==> src/rtl/block_scheduler_pkg.sv <==
// Shared types and constants for the seven-block round-robin scheduler.
package block_scheduler_pkg;

  localparam int NUM_BLOCKS = 7;
  localparam int SEL_W      = 3;

  // Selector value reported while no block holds the grant.
  localparam logic [SEL_W-1:0] SEL_NONE = 3'd7;

  // Pointer value at reset, so the first search starts at block 0.
  localparam logic [SEL_W-1:0] PTR_INIT = 3'd6;

  typedef enum logic [1:0] {
    IDLE    = 2'd0,
    GRANT   = 2'd1,
    RELEASE = 2'd2
  } state_e;

endpackage

==> src/rtl/block_scheduler_rr_pick.sv <==
// Rotated priority search: the first eligible block after ptr, wrapping modulo NUM_BLOCKS.
module rr_pick
  import block_scheduler_pkg::*;
(
  input  logic [NUM_BLOCKS-1:0] eligible,
  input  logic [SEL_W-1:0]      ptr,
  output logic                  valid,
  output logic [SEL_W-1:0]      idx
);

  always_comb begin
    // NOTE: combinational outputs get a default before the loop so no path leaves them unassigned (no latch).
    valid = 1'b0;
    idx   = '0;
    for (int k = 1; k <= NUM_BLOCKS; k++) begin
      int cand;
      cand = (int'(ptr) + k) % NUM_BLOCKS;
      if (!valid && eligible[cand]) begin
        valid = 1'b1;
        idx   = SEL_W'(cand);
      end
    end
  end

endmodule

==> src/rtl/block_scheduler.sv <==
// Round-robin grant scheduler: one block at a time, bounded hold time, one release cycle between grants.
module block_scheduler
  import block_scheduler_pkg::*;
#(
  parameter int TIMEOUT = 255,
  parameter int CNT_W   = 16
) (
  input  logic                  clk,
  input  logic                  reset_n,
  input  logic [NUM_BLOCKS-1:0] blocks,
  input  logic [NUM_BLOCKS-1:0] req,
  input  logic                  done,
  output logic [NUM_BLOCKS-1:0] grant,
  output logic [SEL_W-1:0]      selector,
  output logic                  busy,
  output logic                  timeout
);

  state_e           state;
  logic [SEL_W-1:0] ptr;
  logic [CNT_W-1:0] cnt;

  logic [NUM_BLOCKS-1:0] eligible;
  logic                  pick_valid;
  logic [SEL_W-1:0]      pick_idx;

  logic still_wanted;
  logic expired;
  logic leave_grant;
  logic expire_only;

  assign eligible = req & blocks;

  rr_pick u_rr_pick (
    .eligible (eligible),
    .ptr      (ptr),
    .valid    (pick_valid),
    .idx      (pick_idx)
  );

  // Masking with the one-hot grant avoids indexing by selector, which is SEL_NONE outside GRANT.
  assign still_wanted = |(eligible & grant);
  assign expired      = (cnt == CNT_W'(TIMEOUT - 1));
  assign leave_grant  = done || !still_wanted || expired;
  // done has priority over expiry, so timeout only flags a revocation by the counter itself.
  assign expire_only  = expired && !done && still_wanted;

  always_ff @(posedge clk or negedge reset_n) begin
    if (!reset_n) begin
      state    <= IDLE;
      grant    <= '0;
      selector <= SEL_NONE;
      busy     <= 1'b0;
      timeout  <= 1'b0;
      cnt      <= '0;
      ptr      <= PTR_INIT;
    end else begin
      // NOTE: non-blocking assignments throughout, so every register sees the pre-edge values of the others.
      timeout <= 1'b0;
      case (state)
        IDLE: begin
          if (pick_valid) begin
            state    <= GRANT;
            grant    <= NUM_BLOCKS'(1) << pick_idx;
            selector <= pick_idx;
            busy     <= 1'b1;
            ptr      <= pick_idx;
            cnt      <= '0;
          end
        end
        GRANT: begin
          if (cnt != CNT_W'(TIMEOUT)) begin
            cnt <= cnt + 1'b1;
          end
          if (leave_grant) begin
            state    <= RELEASE;
            grant    <= '0;
            selector <= SEL_NONE;
            busy     <= 1'b0;
            timeout  <= expire_only;
          end
        end
        RELEASE: begin
          state <= IDLE;
        end
        default: begin
          state    <= IDLE;
          grant    <= '0;
          selector <= SEL_NONE;
          busy     <= 1'b0;
        end
      endcase
    end
  end

endmodule

==> config.mk <==
export PLATFORM = sky130hd
export DESIGN_NAME = block_scheduler
export DESIGN_NICKNAME = d
export VERILOG_FILES = /design/src/rtl/block_scheduler_pkg.sv /design/src/rtl/block_scheduler_rr_pick.sv /design/src/rtl/block_scheduler.sv
export SDC_FILE = /design/constraint.sdc
export NUM_CORES = 1
export LEC_CHECK = 0
export BUFFER_PORTS_ARGS = -buffer_cell sky130_fd_sc_hd__buf_2
export CAP_MARGIN = 5
export CORE_ASPECT_RATIO = 1.4
export CORE_MARGIN = 5
export CORE_UTILIZATION = 63
export CTS_CLUSTER_SIZE = 16
export DETAILED_ROUTE_END_ITERATION = 12
export GPL_ROUTABILITY_DRIVEN = 0
export GPL_TIMING_DRIVEN = 0
export HOLD_SLACK_MARGIN = 0.02
export PLACE_DENSITY = 0.93
export SLEW_MARGIN = 30
export SYNTH_ARGS = -nofsm -noshare
export SYNTH_HDL_FRONTEND = slang
export SYNTH_HIERARCHICAL = 1
export SYNTH_SLANG_ARGS = --single-unit
==> constraint.sdc <==
create_clock -name clk -period 5.9 [get_ports clk]
set_input_delay 0.59 -clock clk [delete_from_list [all_inputs] [get_ports clk]]
set_output_delay 0.59 -clock clk [all_outputs]
set_load 0.005 [all_outputs]
# ---- After elaboration in Yosys (flattened, before gate mapping)
# Index checks and enable logic that the tools add are counted.
dict set report word_totals {
  ff_bits 33
  latch_bits 0
  ram_bits 0
  rom_bits 0
  output_inout_bits 12
  n_memories 0
}
dict set report classes {
  n_addsub 8
  n_mul 0
  div 7
  order_cmp 7
  eq_ne 7
  shift 1
  mux 52
  n_bitwise 3
  n_reduce_logical 25
}
# cell n
set op_table {}
lappend op_table {{less-than comparator 32 x 5 -> 1 bit (second input constant)} 7}
lappend op_table {{remainder unit 32 x 4 -> 32 bit (second input constant)} 7}
lappend op_table {{two-way mux 16 bit} 2}
lappend op_table {{one-hot mux 16 bit (2 select lines)} 1}
lappend op_table {{two-way mux 3 bit} 9}
lappend op_table {{two-way mux 1 bit} 25}
lappend op_table {{binary-select mux 1 bit (select 3 bit)} 7}
lappend op_table {{one-hot mux 7 bit (3 select lines)} 1}
lappend op_table {{adder 16 x 1 -> 16 bit (second input constant)} 1}
lappend op_table {{adder 3 x 3 -> 4 bit (second input constant)} 4}
lappend op_table {{== test 16 x 8 -> 1 bit (second input constant)} 1}
lappend op_table {{inequality test 16 x 8 -> 1 bit (second input constant)} 1}
lappend op_table {{bitwise AND 7 bit} 2}
lappend op_table {{two-way mux 7 bit} 2}
lappend op_table {{one-hot mux 3 bit (3 select lines)} 1}
lappend op_table {{adder 3 x 2 -> 4 bit (second input constant)} 2}
lappend op_table {{logical AND 1 bit} 8}
lappend op_table {{logical NOT 1 bit} 8}
lappend op_table {{OR reduction 7 bit} 1}
lappend op_table {{left shift 1 x 3 -> 7 bit (first input constant)} 1}
lappend op_table {{inequality test 2 bit (second input constant)} 3}
lappend op_table {{AND reduction 3 bit} 2}
lappend op_table {{adder 3 x 1 -> 4 bit (second input constant)} 1}
lappend op_table {{two-way mux 2 bit} 2}
lappend op_table {{9 further kinds} 11}

# ---- Logic depth before layout (Yosys ltp)
# Gate-level depths: netlist of run 1.
dict set report logic_depth {
  word_depth 27
  depth_mapped 26
  ltp_nobuf 21
}

# ---- Cells and area by module
# Netlist of run 1, hierarchy kept.
# mod n_inst cells_per_inst area_each_um2 seq_area_each_um2
set modules_own_cells {}
lappend modules_own_cells {rr_pick 1 341 2582.5 0.0}
lappend modules_own_cells {block_scheduler 1 200 1879.3 832.0}

# ---- Worst setup path before layout of run 1
# No wires, ideal clock.
dict set report synth_path {
  path_type {reg2reg}
  startpoint {register ptr[2]}
  endpoint {register grant[2]}
  setup_time_ns 0.138
  arrival_time_ns 5.146
  required_ns 5.762
  path_slack_ns 0.617
  path_stages_with_launch 26
  path_buffers 6
  period_less_slack_ns 5.283
  path_cell_list {dfstp_2 buf_2 buf_2 inv_1 ha_1 a21oi_1 inv_1 ha_1 clkbuf_1 or3_1 and2_1 ha_1 clkbuf_1 inv_1 o22a_1 and2b_2 o22ai_1 o32ai_2 nor4b_2 nand4_1 or3b_2 clkbuf_1 clkbuf_1 nor2_1 a32oi_1 o21ai_0}
}
dict set report synth_via {
  word_cells_on_any_way 66
}
# item line
set synth_rtl {}
lappend synth_rtl {{start, declared} block_scheduler.sv:20} ;# logic [SEL_W-1:0] ptr;
lappend synth_rtl {{start signal, assigned} block_scheduler.sv:67} ;# ptr <= pick_idx;
lappend synth_rtl {{adder 3 x 1 -> 4 bit} block_scheduler_rr_pick.sv:17} ;# cand = (int'(ptr) + k) % NUM_BLOCKS;
lappend synth_rtl {{remainder unit 32 x 4 -> 32 bit} block_scheduler_rr_pick.sv:17}
lappend synth_rtl {{binary-select mux 1 bit (select 3 bit)} block_scheduler_rr_pick.sv:18} ;# if (!valid && eligible[cand]) begin
lappend synth_rtl {{two-way mux 1 bit (implied by the code) (2 in series)} block_scheduler_rr_pick.sv:18}
lappend synth_rtl {{two-way mux 1 bit} block_scheduler_rr_pick.sv:18}
lappend synth_rtl {{logical NOT 1 bit} block_scheduler_rr_pick.sv:18}
lappend synth_rtl {{logical AND 1 bit} block_scheduler_rr_pick.sv:18}
lappend synth_rtl {{two-way mux 1 bit} block_scheduler_rr_pick.sv:18}
lappend synth_rtl {{[... 10 more ...]} n/a}
lappend synth_rtl {{logical AND 1 bit} block_scheduler_rr_pick.sv:18}
lappend synth_rtl {{two-way mux 1 bit} block_scheduler_rr_pick.sv:18}
lappend synth_rtl {{logical NOT 1 bit} block_scheduler_rr_pick.sv:18}
lappend synth_rtl {{logical AND 1 bit} block_scheduler_rr_pick.sv:18}
lappend synth_rtl {{two-way mux 1 bit *} block_scheduler_rr_pick.sv:18}
lappend synth_rtl {{via pick_valid} block_scheduler.sv:24} ;# logic pick_valid;
lappend synth_rtl {{inequality test 2 bit (no source line) *} n/a}
lappend synth_rtl {{AND reduction 3 bit (no source line) *} n/a}
lappend synth_rtl {{end signal, assigned} block_scheduler.sv:64} ;# grant <= NUM_BLOCKS'(1) << pick_idx;
lappend synth_rtl {{end, declared} block_scheduler.sv:13} ;# output logic [NUM_BLOCKS-1:0] grant,
# Mark *: on every way through the listed nets, which the timed path passes. The rest lies on a longest branch. The select of a mux whose other input is x is not followed.
# A chain may end at the register's enable or synchronous reset.

# ---- Final worst setup path of run 1
dict set report layout_path {
  startpoint {register ptr[2]}
  endpoint {register grant[2]}
}
dict set report layout_via {
  elab_chain_len 27
  word_cells_on_any_way 66
}
# item line
set layout_lines {}
lappend layout_lines {{adder 3 x 1 -> 4 bit} block_scheduler_rr_pick.sv:17}
lappend layout_lines {{remainder unit 32 x 4 -> 32 bit} block_scheduler_rr_pick.sv:17}
lappend layout_lines {{binary-select mux 1 bit (select 3 bit)} block_scheduler_rr_pick.sv:18}
lappend layout_lines {{two-way mux 1 bit (implied by the code) (2 in series)} block_scheduler_rr_pick.sv:18}
lappend layout_lines {{two-way mux 1 bit} block_scheduler_rr_pick.sv:18}
lappend layout_lines {{logical NOT 1 bit} block_scheduler_rr_pick.sv:18}
lappend layout_lines {{logical AND 1 bit} block_scheduler_rr_pick.sv:18}
lappend layout_lines {{two-way mux 1 bit} block_scheduler_rr_pick.sv:18}
lappend layout_lines {{[... 11 more ...]} n/a}
lappend layout_lines {{two-way mux 1 bit} block_scheduler_rr_pick.sv:18}
lappend layout_lines {{logical NOT 1 bit} block_scheduler_rr_pick.sv:18}
lappend layout_lines {{logical AND 1 bit} block_scheduler_rr_pick.sv:18}
lappend layout_lines {{two-way mux 3 bit *} block_scheduler_rr_pick.sv:18}
lappend layout_lines {{via pick_idx[1]} block_scheduler.sv:25} ;# logic [SEL_W-1:0] pick_idx;
lappend layout_lines {{left shift 1 x 3 -> 7 bit *} block_scheduler.sv:64}
lappend layout_lines {{two-way mux 7 bit *} block_scheduler.sv:62} ;# if (pick_valid) begin
lappend layout_lines {{one-hot mux 7 bit (3 select lines) *} block_scheduler.sv:60} ;# case (state)
# Marks and branches as above.

==> implementation parameters, run 1 <==
Parameter                              Value

Logic synthesis
  Cells taking the most area after synthesis    sky130_fd_sc_hd__dfrtp_1 16%, sky130_fd_sc_hd__ha_1 7.6%, sky130_fd_sc_hd__mux2i_1 6.1%, sky130_fd_sc_hd__o21ai_0 4.5%, sky130_fd_sc_hd__a21oi_1 3.5%
  Async SR Flop Fraction    1.00
  Post-synthesis sequential element count    33
  Avg Inst Size Synth    8.25 sq um
  Synthesized area    4460 sq um
  Share of synthesized area occupied by flip-flops and latches    0.186
  Syn_nets    585
  Proportion of netlist area held by the largest area contributor    0.157
  Top flip-flop cell by instance count after synthesis    sky130_fd_sc_hd__dfrtp_1
  Leading area contributor after synthesis    sky130_fd_sc_hd__dfrtp_1
  Count of synthesis-stage warnings from yosys    6
  EDFF count, synth    0
  Number of cells produced by synthesis    541
  Count of distinct cell types in the synthesized netlist    102

Setup path
  Worst Setup Start Kind    register
  Library cell contributing the largest single delay on the critical path    sky130_fd_sc_hd__dfstp_2
  Kind of end point of the critical path    register
  Most frequent cell on the critical path    sky130_fd_sc_hd__buf_4
  Maximum cell stage delay along the critical path    0.61 ns
  Arrival time of data at the critical path endpoint    6.23 ns
  CP max FO    10
  CP Class    reg2reg
  CP required    6.03 ns

Clock network
  Clock H-tree levels    2
  Later-pin clock latency in the skew report    0.29 ns
  Clock-pin transition on the worst setup and hold timing paths    0.07 ns
  TritonCTS buffer count    5
  Number of buffers between clock root and the deepest sink    2
  Clk root buf    sky130_fd_sc_hd__clkbuf_8
  CTS Sinks    33
  Clock tree from TritonCTS    yes
  Cts hold-fix bufs    0

Timing
  Setup Skew    0.00836 ns
  Count of endpoints failing hold in the final timing report    0
  Headroom to the max-slew limit    0.516
  Setup repair after global routing missed its margin    yes
  Final-layout worst hold slack    0.355 ns
  Achievable Freq    164 MHz
  Shortest clock period the worst path allows after layout    6.09 ns
  Final setup viols    8
  Post-route worst setup slack    -0.194 ns
  Number of max-slew violations in the final report    0
  Fin crit share    1.03
  Slew @ Worst Pin    0.726 ns

Global routing
  Initial antenna violation count    0
  Pin count of the biggest net entering global routing    34
  Number of global-route vias before repair    4,922
  Total congestion overflow after global routing    0
  Wire length of the first global-routing pass    22,200 um
  GRT Total Usage    0.314

Outcome
  Status    finished with violations
  Violated checks    setup timing

Final layout
  # diodes    0
  Filler instances    466
  Area growth, synth to finish    13.5%
  Post-layout nets    635
  Fraction of layout cells with a size suffix above 1    0.216

Die
  Number of placement rows    36
  Placeable core area    6940 sq um
  Die Wd    81.1 um
  Effective utilization at floorplan    0.643
  Ports placed on the boundary    29
  Overall die area    8890 sq um
  Die Y-Extent    110 um

Routing
  Residual DRC    0
  Number of vias per cell after detailed routing    7.42
  Initial DRC count    770
  Detailed-route wire length    14,600 um
  ANT nets after route    0
  Detailed-router iteration count before antenna repair    7
  WL per Instance    21.3 um
  Total via count in the routed design    5,096

Place
  Pre-CTS WS    -0.653 ns
  Count of input and output buffers    28
  DP HPWL    9650 um

Run
  Count of maximum capacitance violations    0

Hold path
  Worst hold path type    in2async
## per-layer routing
| metal | GRT usage | routed length (um) | up-vias |
|---|---|---|---|
| met5 | 0 | 0 | - |
| met4 | 0.216 | 1100 | 0 |
| met3 | 0.0607 | 1310 | 141 |
| met2 | 0.560 | 7160 | 401 |
| met1 | 0.324 | 5040 | 2375 |
| li1 | - | - | 2179 |
## synthesized netlist by cell type (8+ instances only)
cell type                  count
sky130_fd_sc_hd__o21ai_0      40
sky130_fd_sc_hd__nor2_1       26
sky130_fd_sc_hd__inv_1        23
sky130_fd_sc_hd__nor3_1        8
sky130_fd_sc_hd__and2_1       18
sky130_fd_sc_hd__clkbuf_1     14
sky130_fd_sc_hd__a21oi_1      31
sky130_fd_sc_hd__nor2b_1      10
sky130_fd_sc_hd__mux2i_1      27
sky130_fd_sc_hd__ha_1         27
sky130_fd_sc_hd__nand3_1      12
sky130_fd_sc_hd__dfrtp_1      28
sky130_fd_sc_hd__nand2_1      41
sky130_fd_sc_hd__nand2b_1     13
sky130_fd_sc_hd__nand4_1      10
sky130_fd_sc_hd__o211ai_1      9
sky130_fd_sc_hd__xnor2_1       9
## final timing paths
kind                                          from                   end  slack [ns]  cells after the start
worst max-delay path            ptr[2]$_DFFE_PN1P_  grant[2]$_DFFE_PN0P_       -0.19                     28
worst min-delay path                       reset_n  grant[0]$_DFFE_PN0P_        0.36                      1
worst max register to register  ptr[2]$_DFFE_PN1P_  grant[2]$_DFFE_PN0P_       -0.19                     28
worst min register to register  cnt[2]$_DFFE_PN0P_    cnt[2]$_DFFE_PN0P_        0.54                      1
max in group asynchronous                  reset_n    ptr[0]$_DFFE_PN0P_        5.03                      1
min in group clk                cnt[2]$_DFFE_PN0P_    cnt[2]$_DFFE_PN0P_        0.54                      1
## layout by cell type, fill, tap and decap left out, types with 12 or more instances in the layout
| cell | instances |
|---|---|
| sky130_fd_sc_hd__nand3_1 | 12 |
| sky130_fd_sc_hd__o21ai_0 | 38 |
| sky130_fd_sc_hd__mux2i_1 | 26 |
| sky130_fd_sc_hd__dfrtp_1 | 27 |
| sky130_fd_sc_hd__buf_4 | 17 |
| sky130_fd_sc_hd__inv_1 | 22 |
| sky130_fd_sc_hd__ha_1 | 25 |
| sky130_fd_sc_hd__nor2_1 | 26 |
| sky130_fd_sc_hd__and2_1 | 18 |
| sky130_fd_sc_hd__buf_2 | 31 |
| sky130_fd_sc_hd__a21oi_1 | 29 |
| sky130_fd_sc_hd__nand2_1 | 41 |
| sky130_fd_sc_hd__nand2b_1 | 13 |
## registers in the layout (all words and copies together) (netlist names)
name      count
busy          1
cnt          16
grant         7
ptr           3
selector      3
state         2
timeout       1
## layout make-up
type | count | area (sq um) | share of cell area
inverters | 26 | 97.6 | 0.0193
clock buffers | 7 | 86.3 | 0.0170
plain buffers | 21 | 153 | 0.0301
well taps | 95 | 119 | 0.0235
multi-input cells | 459 | 3480 | 0.687
repair buffers | 45 | 268 | 0.0529
flip-flops and latches | 33 | 833 | 0.165
clock inverters | 1 | 30.0 | 0.00593
## timing repair
item | in CTS | in global routing
pin swaps | 2 | 2
resized for setup | 13 | 19
gates cloned | 0 | 0
endpoints found under the setup margin | 30 | 31
setup buffers | 9 | 8
endpoints found under the hold margin | 0 | 0
## metrics by stage
| stage | utilization | instances | TNS (ns) | instance area (sq um) |
|---|---|---|---|---|
| floorplan | - | 541 | 0 | 4460 |
| global placement | 0.681 | 664 | -2.75 | 4720 |
| detailed placement | 0.681 | 664 | -9.60 | 4720 |
| CTS | 0.712 | 680 | 0 | 4940 |
| global route | 0.730 | 687 | -2.26 | 5060 |
| finish | 0.730 | 687 | -0.751 | 5060 |
## worst max-delay path, delay by kind of cell, from the launching register on
| family | cells | cell delay (ns) |
|---|---|---|
| buffers and inverters | 13 | 1.90 |
| multiplexers | 2 | 0.44 |
| flip-flops | 1 | 0.61 |
| adder cells (fa/ha/maj) | 3 | 0.64 |
| AND/OR/NAND/NOR | 2 | 0.47 |
| AO/OA/AOI/OAI | 8 | 1.87 |
## kinds of logic (layout without fill, tap and decap cells)
family | count (synthesis) | in the layout | synth area share
XOR/XNOR | 15 | 15 | 0.0370
multiplexers | 36 | 36 | 0.0917
AND/OR/NAND/NOR | 192 | 192 | 0.247
buffers and inverters | 49 | 100 | 0.0519
adder cells (fa/ha/maj) | 27 | 27 | 0.0757
flip-flops | 33 | 33 | 0.186
AO/OA/AOI/OAI | 189 | 189 | 0.310
Power of run 1 is not shown: default switching activity piles up to over one toggle a cycle in this logic, so the estimate is an artifact.
==> run 2, diff against run 1 <==
--- a/config.mk
+++ b/config.mk
@@ -8,14 +8,14 @@
 export BUFFER_PORTS_ARGS = -buffer_cell sky130_fd_sc_hd__buf_2
 export CAP_MARGIN = 5
 export CORE_ASPECT_RATIO = 1.4
-export CORE_MARGIN = 5
-export CORE_UTILIZATION = 63
-export CTS_CLUSTER_SIZE = 16
+export CORE_MARGIN = 2
+export CORE_UTILIZATION = 25
+export CTS_CLUSTER_SIZE = 14
 export DETAILED_ROUTE_END_ITERATION = 12
 export GPL_ROUTABILITY_DRIVEN = 0
 export GPL_TIMING_DRIVEN = 0
 export HOLD_SLACK_MARGIN = 0.02
-export PLACE_DENSITY = 0.93
+export PLACE_DENSITY = 0.51
 export SLEW_MARGIN = 30
 export SYNTH_ARGS = -nofsm -noshare
 export SYNTH_HDL_FRONTEND = slang
==> implementation parameters, run 2 (same netlist as run 1, synthesis figures left out) <==
Parameter                              Value

Final layout
  Most frequent standard cell in the layout excluding fill and tap cells    sky130_fd_sc_hd__nand2_1
  Fraction of layout cells with a size suffix above 1    0.204 (-0.0118)
  Post-layout nets    630 (-0.79%)
  Biggest register    cnt
  Filler instances    1,916 (+310%)
  Area growth, synth to finish    15.7%
  Registers with the most flip-flops    cnt x16, grant x7
  Leading cell types in the layout, fill and taps excluded    41 x sky130_fd_sc_hd__nand2_1, 39 x sky130_fd_sc_hd__o21ai_0, 31 x sky130_fd_sc_hd__buf_2, 30 x sky130_fd_sc_hd__a21oi_1
  Finished Cell Area    5160 sq um (+1.9%)
  # diodes    0 (unchanged)
  Flip-flop count of the largest register after layout    16 (unchanged)

Global routing
  Total congestion overflow after global routing    0 (unchanged)
  GRT Total Usage    0.143 (-0.171)
  Pin count of the biggest net entering global routing    34 (unchanged)
  Initial antenna violation count    0 (unchanged)
  Number of global-route vias before repair    4,431 (-10%)
  Wire length of the first global-routing pass    21,900 um (-1.2%)

Setup path
  Worst Setup Start Kind    register
  CP required    6.10 ns (+0.07 ns)
  Most frequent cell on the critical path    sky130_fd_sc_hd__ha_1
  CP max FO    10 (unchanged)
  Startpoint of the lowest-slack register-to-register path    ptr[1]$_DFFE_PN1P_
  Family of cells with the greatest summed delay on the critical path    buffers and inverters
  Worst setup startpoint    ptr[1]$_DFFE_PN1P_
  Kind of end point of the critical path    register
  CP Class    reg2reg
  Worst path buffer plus inverter count    7 (-6)
  Critical Path, Cell by Cell    buf_6, inv_1, ha_1, clkbuf_4, inv_1, ha_1, ha_1, a31oi_1, xnor2_1, ha_1, inv_1, a211o_1, o21ai_2, mux4_2, mux2_2, nor4b_2, nand4_1, buf_4, nor3b_2, buf_2, a2111o_1, o21ai_0
  Library cell contributing the largest single delay on the critical path    sky130_fd_sc_hd__dfstp_2
  Arrival time of data at the critical path endpoint    5.75 ns (-0.48 ns)
  R2R Setup Slk    0.34 ns (+0.54 ns)
  Maximum cell stage delay along the critical path    0.59 ns (-0.02 ns)

Routing
  WL per Instance    16.6 um (-22%)
  Total via count in the routed design    4,451 (-13%)
  Residual DRC    0 (unchanged)
  Number of vias per cell after detailed routing    5.41 (-27%)
  ANT nets after route    0 (unchanged)
  Detailed-route wire length    13,600 um (-6.6%)
  Detailed-router iteration count before antenna repair    7 (unchanged)
  Initial DRC count    212 (-72%)

Die
  Die Y-Extent    162 um (+48%)
  Placeable core area    17,400 sq um (+150%)
  Number of placement rows    57 (+58%)
  Die Wd    117 um (+44%)
  Ports placed on the boundary    29 (unchanged)
  Overall die area    18,900 sq um (+110%)
  Effective utilization at floorplan    0.256 (-0.387)

Clock network
  Cts hold-fix bufs    0 (unchanged)
  Clock tree from TritonCTS    yes
  Number of buffers between clock root and the deepest sink    2 (unchanged)
  TritonCTS buffer count    5 (unchanged)
  CTS Sinks    33 (unchanged)
  Clock-pin transition on the worst setup and hold timing paths    0.05 ns (-0.02 ns)
  Clk root buf    sky130_fd_sc_hd__clkbuf_16
  Later-pin clock latency in the skew report    0.28 ns (about the same)
  Clock H-tree levels    2 (unchanged)

Timing
  Final setup viols    0 (-8)
  Fin crit share    0.942 (-0.0912)
  Setup Skew    0.00268 ns (-0.00568 ns)
  Achievable Freq    180 MHz (+9.7%)
  Slew @ Worst Pin    0.738 ns (+0.0126 ns)
  Headroom to the max-slew limit    0.508 (-0.00837)
  Count of endpoints failing hold in the final timing report    0 (unchanged)
  Setup repair after global routing missed its margin    no
  Shortest clock period the worst path allows after layout    5.56 ns (-0.538 ns)
  Number of max-slew violations in the final report    0 (unchanged)

Place
  Area after DPL    4900 sq um (+3.7%)
  Count of input and output buffers    28 (unchanged)
  DP HPWL    10,500 um (+9.0%)

Outcome
  Status    complete, no violations

Hold path
  Worst hold path type    in2async

Run
  Count of maximum capacitance violations    0 (unchanged)
==> run 2: cell types whose count changed in the layout (fill, tap and decap cells not counted), moves of 2 or more <==
cell,change
sky130_fd_sc_hd__buf_4,-4
sky130_fd_sc_hd__clkbuf_16,+5
sky130_fd_sc_hd__clkbuf_8,-6
sky130_fd_sc_hd__clkinv_2,+2
sky130_fd_sc_hd__o21ai_1,-2
==> run 2: routing by layer <==
layer  GRT usage  up-vias  part of all wire
met1       0.168     2167              0.41
met4      0.0406        0             0.021
met3      0.0194       18             0.032
met2       0.264       94              0.53
met5           0        -                 0
li1            -     2172                 -
==> run 2: area by class of cell <==
| type | count | area (sq um) | area share |
|---|---|---|---|
| plain buffers | 20 | 148 | 0.0286 |
| clock buffers | 6 | 129 | 0.0250 |
| clock inverters | 2 | 10.0 | 0.00194 |
| inverters | 26 | 97.6 | 0.0189 |
| multi-input cells | 459 | 3410 | 0.661 |
| flip-flops and latches | 33 | 833 | 0.161 |
| well taps | 236 | 295 | 0.0572 |
| repair buffers | 41 | 235 | 0.0456 |
==> run 2: final timing paths <==
check	endpoint	cells past startpoint
max	cnt[7]$_DFFE_PN0P_	22
min	cnt[9]$_DFFE_PN0P_	1
max reg2reg	cnt[7]$_DFFE_PN0P_	22
min reg2reg	ptr[2]$_DFFE_PN1P_	2
max in group asynchronous	ptr[0]$_DFFE_PN0P_	1
min in group clk	ptr[2]$_DFFE_PN1P_	2
==> run 2: repair_timing <==
action                                  in CTS  in global routing
pin swaps                                    2                  2
hold endpoints to repair                     0                  0
endpoints found under the setup margin      31                 31
setup buffers                                1                 12
cloned                                       0                  0
gates resized for setup                     10                 13
==> run 2: through the flow <==
step            util  std cells  hold slack, ns  worst slack (ns)  setup TNS (ns)
6_report       0.297        823           0.377             0.344               0
5_1_grt        0.297        823           0.444           0.00821               0
4_1_cts        0.291        813           0.406            0.0142               0
3_5_place_dp   0.281        805           0.506            -0.680          -11.65
3_3_place_gp   0.281        805           0.500            -0.574           -8.32
2_1_floorplan      -        541           0.294             0.617               0
Power of run 2 is left out for the same reason.
